$ cat config.mk
export PLATFORM = sky130hd
export DESIGN_NAME = serial_frame_ctrl_flat
export DESIGN_NICKNAME = d
export VERILOG_FILES = /design/src/rtl/serial_frame_ctrl_if.sv /design/src/rtl/serial_frame_ctrl.sv /design/src/flat_wrapper.sv
export SDC_FILE = /design/constraint.sdc
export NUM_CORES = 1
export LEC_CHECK = 0
export BUFFER_PORTS_ARGS = -buffer_cell sky130_fd_sc_hd__buf_2
export CAP_MARGIN = 20
export CORE_MARGIN = 1
export CORE_UTILIZATION = 25
export CTS_CLUSTER_SIZE = 20
export DETAILED_ROUTE_END_ITERATION = 6
export GPL_ROUTABILITY_DRIVEN = 0
export PLACE_DENSITY = 0.4
export SYNTH_ARGS = -nofsm -noshare
export SYNTH_HDL_FRONTEND = slang
export SYNTH_SLANG_ARGS = --single-unit
$ cat constraint.sdc
create_clock -name clk -period 2.1 [get_ports clk]
set_clock_uncertainty 0.1 [all_clocks]
set_input_delay 0.315 -clock clk [delete_from_list [all_inputs] [get_ports clk]]
set_output_delay 0.315 -clock clk [all_outputs]
set_load 0.005 [all_outputs]
$ cat src/rtl/serial_frame_ctrl_if.sv
// Byte-stream interface of the serial framing controller: serial bit input, control strobes,
// and the valid/ready byte output with its sideband tags and status.
interface serial_frame_ctrl_if;
  logic       bit_valid;
  logic       data_in;
  logic       abort;
  logic       clr_ovf;
  logic [7:0] byte_out;
  logic       byte_valid;
  logic       byte_ready;
  logic       byte_first;
  logic       byte_last;
  logic       locked;
  logic       overflow;

  // master: the framing controller itself
  modport master (
    input  bit_valid,
    input  data_in,
    input  abort,
    input  clr_ovf,
    input  byte_ready,
    output byte_out,
    output byte_valid,
    output byte_first,
    output byte_last,
    output locked,
    output overflow
  );

  // slave: serial front end plus byte consumer
  modport slave (
    output bit_valid,
    output data_in,
    output abort,
    output clr_ovf,
    output byte_ready,
    input  byte_out,
    input  byte_valid,
    input  byte_first,
    input  byte_last,
    input  locked,
    input  overflow
  );
endinterface

$ cat src/rtl/serial_frame_ctrl.sv
// Serial framing controller: hunts the bit stream for a sync byte, then slices a fixed number
// of payload bytes and hands each to a one-entry valid/ready output register.
module serial_frame_ctrl #(
  parameter logic [7:0]  SyncByte = 8'hA5,
  parameter int unsigned FrameLen = 12
) (
  input logic              clk,
  input logic              rst_n,
  serial_frame_ctrl_if.master bus
);

  localparam int unsigned CntW = (FrameLen > 1) ? $clog2(FrameLen) : 1;

  if (FrameLen < 1 || FrameLen > 256) begin : g_bad_len
    $error("serial_frame_ctrl: FrameLen must be in 1..256");
  end

  typedef enum logic [0:0] {StHunt, StPayload} state_e;

  state_e            state_q, state_d;
  logic [7:0]        sh_q, sh_d;
  logic [2:0]        bit_cnt_q, bit_cnt_d;
  logic [CntW-1:0]   byte_cnt_q, byte_cnt_d;
  logic [7:0]        nxt;
  logic              is_last;
  logic              complete;

  logic [7:0]        out_q, out_d;
  logic              valid_q, valid_d;
  logic              first_q, first_d;
  logic              last_q, last_d;
  logic              ovf_q, ovf_d;
  logic              load;
  logic              drop;

  assign is_last = (byte_cnt_q == CntW'(FrameLen - 1));

  always_comb begin
    nxt        = {sh_q[6:0], bus.data_in};
    state_d    = state_q;
    sh_d       = sh_q;
    bit_cnt_d  = bit_cnt_q;
    byte_cnt_d = byte_cnt_q;
    complete   = 1'b0;

    // Abort outranks any bit arriving in the same cycle; that bit is discarded.
    if (bus.abort) begin
      state_d    = StHunt;
      sh_d       = '0;
      bit_cnt_d  = '0;
      byte_cnt_d = '0;
    end else if (bus.bit_valid) begin
      sh_d = nxt;
      unique case (state_q)
        StHunt: begin
          if (nxt == SyncByte) begin
            state_d    = StPayload;
            bit_cnt_d  = '0;
            byte_cnt_d = '0;
          end
        end
        StPayload: begin
          bit_cnt_d = bit_cnt_q + 3'd1;
          if (bit_cnt_q == 3'd7) begin
            complete = 1'b1;
            if (is_last) begin
              state_d    = StHunt;
              sh_d       = '0;
              bit_cnt_d  = '0;
              byte_cnt_d = '0;
            end else begin
              byte_cnt_d = byte_cnt_q + CntW'(1);
            end
          end
        end
        default: begin
          state_d = StHunt;
        end
      endcase
    end
  end

  always_ff @(posedge clk or negedge rst_n) begin
    if (!rst_n) begin
      state_q    <= StHunt;
      sh_q       <= '0;
      bit_cnt_q  <= '0;
      byte_cnt_q <= '0;
    end else begin
      state_q    <= state_d;
      sh_q       <= sh_d;
      bit_cnt_q  <= bit_cnt_d;
      byte_cnt_q <= byte_cnt_d;
    end
  end

  // A completed byte loads only into a free or draining register; otherwise it is lost.
  assign load = complete && (!valid_q || bus.byte_ready);
  assign drop = complete && valid_q && !bus.byte_ready;

  always_comb begin
    out_d   = out_q;
    valid_d = valid_q;
    first_d = first_q;
    last_d  = last_q;
    if (load) begin
      out_d   = nxt;
      valid_d = 1'b1;
      first_d = (byte_cnt_q == '0);
      last_d  = is_last;
    end else if (valid_q && bus.byte_ready) begin
      valid_d = 1'b0;
    end

    if (drop) begin
      ovf_d = 1'b1;
    end else if (bus.clr_ovf) begin
      ovf_d = 1'b0;
    end else begin
      ovf_d = ovf_q;
    end
  end

  always_ff @(posedge clk or negedge rst_n) begin
    if (!rst_n) begin
      out_q   <= '0;
      valid_q <= 1'b0;
      first_q <= 1'b0;
      last_q  <= 1'b0;
      ovf_q   <= 1'b0;
    end else begin
      out_q   <= out_d;
      valid_q <= valid_d;
      first_q <= first_d;
      last_q  <= last_d;
      ovf_q   <= ovf_d;
    end
  end

  assign bus.byte_out   = out_q;
  assign bus.byte_valid = valid_q;
  assign bus.byte_first = first_q;
  assign bus.byte_last  = last_q;
  assign bus.overflow   = ovf_q;
  assign bus.locked     = (state_q == StPayload);

endmodule

$ cat src/flat_wrapper.sv
// flat-port wrapper written by rule: the top's interface ports become plain ports
module serial_frame_ctrl_flat 
#(
  parameter logic [7:0]  SyncByte = 8'hA5,
  parameter int unsigned FrameLen = 12
)
  (clk, rst_n, bus_bit_valid, bus_data_in, bus_abort, bus_clr_ovf, bus_byte_ready, bus_byte_out, bus_byte_valid, bus_byte_first, bus_byte_last, bus_locked, bus_overflow);
  serial_frame_ctrl_if bus_i ();
  input logic clk;
  input logic rst_n;
  input wire logic [$bits(bus_i.bit_valid)-1:0] bus_bit_valid;
  input wire logic [$bits(bus_i.data_in)-1:0] bus_data_in;
  input wire logic [$bits(bus_i.abort)-1:0] bus_abort;
  input wire logic [$bits(bus_i.clr_ovf)-1:0] bus_clr_ovf;
  input wire logic [$bits(bus_i.byte_ready)-1:0] bus_byte_ready;
  output wire logic [$bits(bus_i.byte_out)-1:0] bus_byte_out;
  output wire logic [$bits(bus_i.byte_valid)-1:0] bus_byte_valid;
  output wire logic [$bits(bus_i.byte_first)-1:0] bus_byte_first;
  output wire logic [$bits(bus_i.byte_last)-1:0] bus_byte_last;
  output wire logic [$bits(bus_i.locked)-1:0] bus_locked;
  output wire logic [$bits(bus_i.overflow)-1:0] bus_overflow;
  assign bus_i.bit_valid = bus_bit_valid;
  assign bus_i.data_in = bus_data_in;
  assign bus_i.abort = bus_abort;
  assign bus_i.clr_ovf = bus_clr_ovf;
  assign bus_i.byte_ready = bus_byte_ready;
  assign bus_byte_out = bus_i.byte_out;
  assign bus_byte_valid = bus_i.byte_valid;
  assign bus_byte_first = bus_i.byte_first;
  assign bus_byte_last = bus_i.byte_last;
  assign bus_locked = bus_i.locked;
  assign bus_overflow = bus_i.overflow;
  serial_frame_ctrl #(.SyncByte(SyncByte), .FrameLen(FrameLen)) u_core (.clk(clk), .rst_n(rst_n), .bus(bus_i));
endmodule
==> out/results.txt, run 1 <==
IO Count = 20
Signal arrival time at the worst endpoint = 2000 ps
Worst-margin pin slew = 619.3 ps
Area share of the leading cell type in the synthesized netlist = 54.77%
Clk pwr share = 35.0%
Worst Hold End = u_core.bus.overflow
Postcts setup bufs = 0
Pwr/cell area = 580.9 nW/um2
CP Class = register to register
Clock transition at path regs = 100 ps
Minimum clock period = 1920 ps
Reg2reg setup slack = 180 ps
Nets = 137
Status = finished, final reports clean
Vias per inst = 4.458
Yosys cell types = 30
Synth cell count leaders = dfrtp_1, mux2_2, a22o_1, inv_1, nand2_1
Share of cells above drive strength 1 = 35.20%
Cell mode on critical path = ha_1
Detail Placement HPWL = 1.848 mm
Post-synthesis sequential area ratio = 54.77%
Largest net degree at the start of global routing = 28
Core box area = 4723 um2
DRC = 0
CTS tree = done
# setup viols final = 0
Hold Path Depth = 2
Initial core utilization = 26.12%
Worst relative slew slack = 58.71%
Worst r2r path cells = 6
Top-count cell post-synth = dfrtp_1
Average size of a mapped cell = 12.34 um2
Die height = 72.25 um
LEAKAGE = 0.7253 nW
Slowest-stage cell, CP = dfrtp_1
Vias in the first global route = 914
Max-cap violations = 0
Design area = 1490 um2
Synthesis-stage register bit count = 27
CP max stage delay = 410 ps
Area of the die = 5219 um2
Post-synth ARST share = 100.0%
Worst-Skew Late Latency = 270 ps
Final TNS setup = 0 ps
FILL cells = 492
GRT overflow = 0
Comb pwr share = 4.4%
Fin. Hold Viols = 0
First-pass GRT wire length = 4.457 mm
Initial antenna violation count = 0
Die X = 72.25 um
Sw Pwr = 0.1975 mW
Sw Ratio = 22.82%
Drt first pass iters = 3
Bufs on Longest Clock Path = 2
Top_reg_cell synth = dfrtp_1
Antenna diodes = 0
Via count = 856
Part of the power in registers = 60.5%
Peak Freq = 520.9 MHz
H-tree Lvls = 1
Crit path cell chain = ha_1, ha_1, a31o_2, a41oi_1, o21ai_0, o31ai_1
Routed wire length = 2.572 mm
Fin crit share = 91.42%
Syn nets = 111
TritonCTS buffer count = 3
Final Slew Violations = 0
Largest cells by area after synthesis = dfrtp_1, mux2_2, a22o_1
RSZ-0062 raised after global routing = false
YS warnings = 0
Post-route ant nets = 0
Post-cts sizing count = 0
Hold crit path type = input port to register
Cells after Synth = 100
Synth area leader = dfrtp_1
Pint = 0.6680 mW
CTS Hold Bufs = 1
Hold Startpoint = bus_clr_ovf
Count of input and output buffers = 19
Num rows = 25
CTS Root Cell = clkbuf_8
VDD IR max = 0.0002401 V
Worst path bufs/invs = 0
TritonCTS Sinks = 27
Area delta synth->final = 20.79%
Post-DR wirelength/cell = 13.40 um
CP required = 2180 ps
Placed cell area = 1431 um2
Crit end category = register
R2R Path End = u_core.byte_cnt_q[3]
GRT Util Overall = 10.99%
Reg2reg start = u_core.bit_cnt_q[0]
CP Launch Type = register
Post-synth EDFFs = 0
Drt first-iter violations = 34
Critical Path Fanout Max = 5
Worst path top cell family by delay = compound AO/OA/AOI/OAI gates
Synth Cell Area = 1234 um2
## cells in the final DEF (no fill, tap or decap), types with 3 or more instances in the layout
cell / instances
dfrtp_1: 27
buf_2: 19
mux2_2: 10
inv_1: 7
a22o_1: 7
nand2_1: 7
o21ai_0: 5
nor2_1: 4
ha_1: 4
clkbuf_8: 3
## registers in the layout, summed over array words and instances, names as in the netlist
| signal | cells |
|---|---|
| u_core.bus.byte_out | 8 |
| u_core.sh_q | 7 |
| u_core.byte_cnt_q | 4 |
| u_core.bit_cnt_q | 3 |
| u_core.bus.byte_first | 1 |
| u_core.bus.byte_last | 1 |
| u_core.bus.byte_valid | 1 |
| u_core.bus.locked | 1 |
| u_core.bus.overflow | 1 |
## layout make-up
| type | count | area (um2) | share of cell area [%] |
|---|---|---|---|
| Sequential cell | 27 | 675.6 | 45.34 |
| Multi-Input combinational cell | 64 | 515.5 | 34.59 |
| Timing Repair Buffer | 23 | 140.1 | 9.404 |
| Tap cell | 67 | 83.83 | 5.626 |
| Clock buffer | 3 | 41.29 | 2.771 |
| Inverter | 7 | 26.28 | 1.763 |
| Clock inverter | 1 | 7.507 | 0.5038 |
## how the worst max path moves through the flow
stage,endpoint,from,slack [ps],cells past startpoint
floorplan,u_core.bus.byte_out[0],u_core.bit_cnt_q[0],410,6
global placement,u_core.bus.locked,u_core.byte_cnt_q[0],200,5
CTS,u_core.bus.locked,u_core.byte_cnt_q[0],170,5
global route,u_core.byte_cnt_q[3],u_core.bit_cnt_q[0],90,6
finish,u_core.byte_cnt_q[3],u_core.bit_cnt_q[0],180,6
detailed placement,u_core.bus.locked,u_core.byte_cnt_q[0],220,5
## logic make-up after synthesis
family,after synthesis,synth area share (%)
buf+inv,9,3.448
simple gates,26,13.19
mux,10,9.128
flops,27,54.77
fa+ha+maj,4,4.057
compound gates,24,15.42
## routing by layer
metal	track usage [%]	share of wire [%]	vias up
met3	2.639	3.7	2
met5	0	0	-
met1	14.63	47	419
li1	-	-	420
met2	17.45	48	15
met4	3.922	0.66	0
## power groups by stage
stage / clock network, mW / registers, mW / logic [mW]
6_report: 0.303 / 0.524 / 0.0384
5_1_grt: 0.342 / 0.525 / 0.0440
4_1_cts: 0.319 / 0.524 / 0.0399
3_5_place_dp: 0 / 0.534 / 0.0382
3_3_place_gp: 0 / 0.534 / 0.0382
2_1_floorplan: 0 / 0.534 / 0.0138
## worst register-to-register path, cell delays in order, from the launching register on
cell and delay [ps]:
dfrtp_1 410, ha_1 200, ha_1 260, a31o_2 230, a41oi_1 350, o21ai_0 180
o31ai_1 90
## stage by stage
| stage | hold slack (ps) | setup WS, ps | std cells | utilization (%) | power, mW |
|---|---|---|---|---|---|
| final | 120.7 | 180.1 | 192 | 31.55 | 0.8656 |
| after global routing | 104.9 | 86.34 | 192 | 31.55 | 0.9107 |
| after CTS | 110.3 | 172.3 | 192 | 31.55 | 0.8834 |
| after detailed placement | 278.5 | 217.3 | 187 | 30.30 | 0.5726 |
| after global placement | 270.5 | 199.2 | 187 | 30.30 | 0.5725 |
| after floorplan | -80.59 | 409.4 | 100 | - | 0.5473 |
(Power assumes the default switching activity.)
==> run 2, diff against run 1 <==
Settings changed: PLACE_DENSITY 0.4 to default.
==> out/results.txt, run 2 (synthesized netlist as in run 1, its figures left out) <==
Final core occ = 30.97% (-0.58 points)
Commonest cells after routing, fill and taps aside = dfrtp_1, buf_2, mux2_2
Worst-margin pin slew = 578.7 ps (-40.56 ps)
Comb pwr share = 4.3% (about the same)
Crit path cell chain = ha_1, ha_1, nand3_2, nor2b_2, buf_4, mux2_2
GR Layer Usage met2 = 17.13% (-0.31 points)
Fin crit share = 91.84% (+0.42 points)
GRT overflow = 0 (unchanged)
Peak Freq = 518.5 MHz (-0.45%)
Part of the power in registers = 60.8% (+0.3 points)
Status = finished, final reports clean
Largest net degree at the start of global routing = 28 (unchanged)
Post-route ant nets = 0 (unchanged)
CP Class = register to register
Reg2reg start = u_core.bit_cnt_q[0]
Commonest non-fill, non-tap cell in the layout = dfrtp_1
Tot Pwr = 0.8615 mW (-0.47%)
RSZ-0062 raised after global routing = false
TritonCTS Sinks = 27 (unchanged)
VDD IR max = 0.0002358 V (-1.8%)
Vias per inst = 4.647 (+4.2%)
Drt first pass iters = 4 (+1)
Signal arrival time at the worst endpoint = 1990 ps (about the same)
Met3 Use GR = 2.639% (unchanged)
Via count = 883 (+3.2%)
Crit end category = register
CP Launch Type = register
LEAKAGE = 0.7130 nW (-1.7%)
Die height = 72.25 um (unchanged)
Final TNS setup = 0 ps (unchanged)
Worst path bufs/invs = 1 (+1)
Setup crit start = u_core.bit_cnt_q[0]
Max-cap violations = 0 (unchanged)
Final Slew Violations = 0 (unchanged)
FF+latch area = 675.6 um2 (unchanged)
Worst-Skew Late Latency = 270 ps (about the same)
Area delta synth->final = 18.56%
Clock transition at path regs = 90 ps (about the same)
Pwr/cell area = 589.0 nW/um2 (+1.4%)
Critical Path Fanout Max = 10 (+5)
CP required = 2170 ps (about the same)
Area of the die = 5219 um2 (unchanged)
Vias in the first global route = 939 (+2.7%)
Multi-input gate area = 515.5 um2 (unchanged)
TritonCTS buffer count = 3 (unchanged)
Core box area = 4723 um2 (unchanged)
Clk pwr share = 34.9% (about the same)
Drt first-iter violations = 37 (+8.8%)
Sw Pwr = 0.1935 mW (-2.1%)
Num rows = 25 (unchanged)
Share of cells above drive strength 1 = 34.15% (-1.1 points)
Most Crowded Layer GR = met2
Antenna diodes = 0 (unchanged)
Count of input and output buffers = 19 (unchanged)
Number of flip-flops in the largest register = 8 (unchanged)
Worst relative slew slack = 61.42% (+2.7 points)
First-pass GRT wire length = 4.312 mm (-3.3%)
# setup viols final = 0 (unchanged)
Die X = 72.25 um (unchanged)
FILL cells = 495 (+0.61%)
Routed wire length = 2.392 mm (-7.0%)
Minimum clock period = 1929 ps (+8.733 ps)
GRT Util Overall = 10.66% (-0.33 points)
Post-DR wirelength/cell = 12.59 um (-6.0%)
CP max stage delay = 390 ps (-20 ps)
Bufs on Longest Clock Path = 2 (unchanged)
Hold crit path type = input port to register
Cell mode on critical path = ha_1
Slowest-stage cell, CP = dfrtp_1
Detail Placement HPWL = 1.705 mm (-7.7%)
Non-filler cells, final = 190 (-1.0%)
CTS Root Cell = clkbuf_8
IO Count = 20 (unchanged)
Initial antenna violation count = 0 (unchanged)
Initial core utilization = 26.12% (unchanged)
Post-cts sizing count = 0 (unchanged)
DRC = 0 (unchanged)
H-tree Lvls = 1 (unchanged)
Hold Startpoint = bus_clr_ovf
Nets = 135 (-1.5%)
Fin Hold WS = 120.9 ps (+0.1830 ps)
CTS tree = done
Pint = 0.6680 mW (about the same)
Inst Count DP = 185 (-1.1%)
Sw Ratio = 22.46% (-0.36 points)
Met1 global-route usage = 13.66% (-0.97 points)
Worst path top cell family by delay = adder cells
Fin. Hold Viols = 0 (unchanged)
==> run 2: cell count changes in the layout (fill, tap and decap cells not counted), sizes merged <==
cell	change
buf	-2
==> run 2: cell type report <==
type	instances	share of cell area (%)
inverters	7	1.796
clock buffers	3	2.823
flip-flops and latches	27	46.19
clock inverters	1	0.5133
repair buffers	21	7.699
multi-input cells	64	35.24
well taps	67	5.731
==> run 2: worst register-to-register path, stage by stage (launching register included) <==
cell and delay, ps:
dfrtp_1 390, ha_1 170, ha_1 290, nand3_2 190
nor2b_2 140, buf_4 190, mux2_2 350
==> run 2: power groups by stage <==
stage | combinational, mW | sequential, mW | clock, mW
CTS | 0.0381 | 0.524 | 0.309
floorplan | 0.0138 | 0.534 | 0
detailed placement | 0.0362 | 0.534 | 0
global placement | 0.0359 | 0.534 | 0
finish | 0.0370 | 0.524 | 0.300
global route | 0.0432 | 0.525 | 0.332
==> run 2: repair_timing <==
item / 4_1_cts / 5_1_grt
hold endpoints to repair: 27 / 0
hold buffers: 1 / 0
buffers inserted: 0 / 0
==> run 2: worst paths after layout <==
kind	endpoint	slack (ps)	depth (start not counted)
worst min register to register	u_core.bus.byte_out[1]	410	1
min in group asynchronous	u_core.byte_cnt_q[2]	470	2
worst min-delay path	u_core.bus.overflow	120	2
worst max-delay path	u_core.bus.byte_out[0]	170	6
worst max register to register	u_core.bus.byte_out[0]	170	6
max in group asynchronous	u_core.bus.byte_out[6]	1040	2
==> run 2: per-stage QoR <==
step                worst slack, ps  cell area, um2
global placement              238.2            1404
floorplan                     409.4            1234
finish                        171.3            1463
CTS                           168.9            1463
global route                  46.64            1463
detailed placement            178.3            1404
==> run 2: routing by layer <==
| layer | part of all wire, % | wire length [um] |
|---|---|---|
| met5 | 0 | 0 |
| met4 | 1.5 | 36 |
| met3 | 5.1 | 123 |
| met2 | 47 | 1131 |
| met1 | 46 | 1101 |
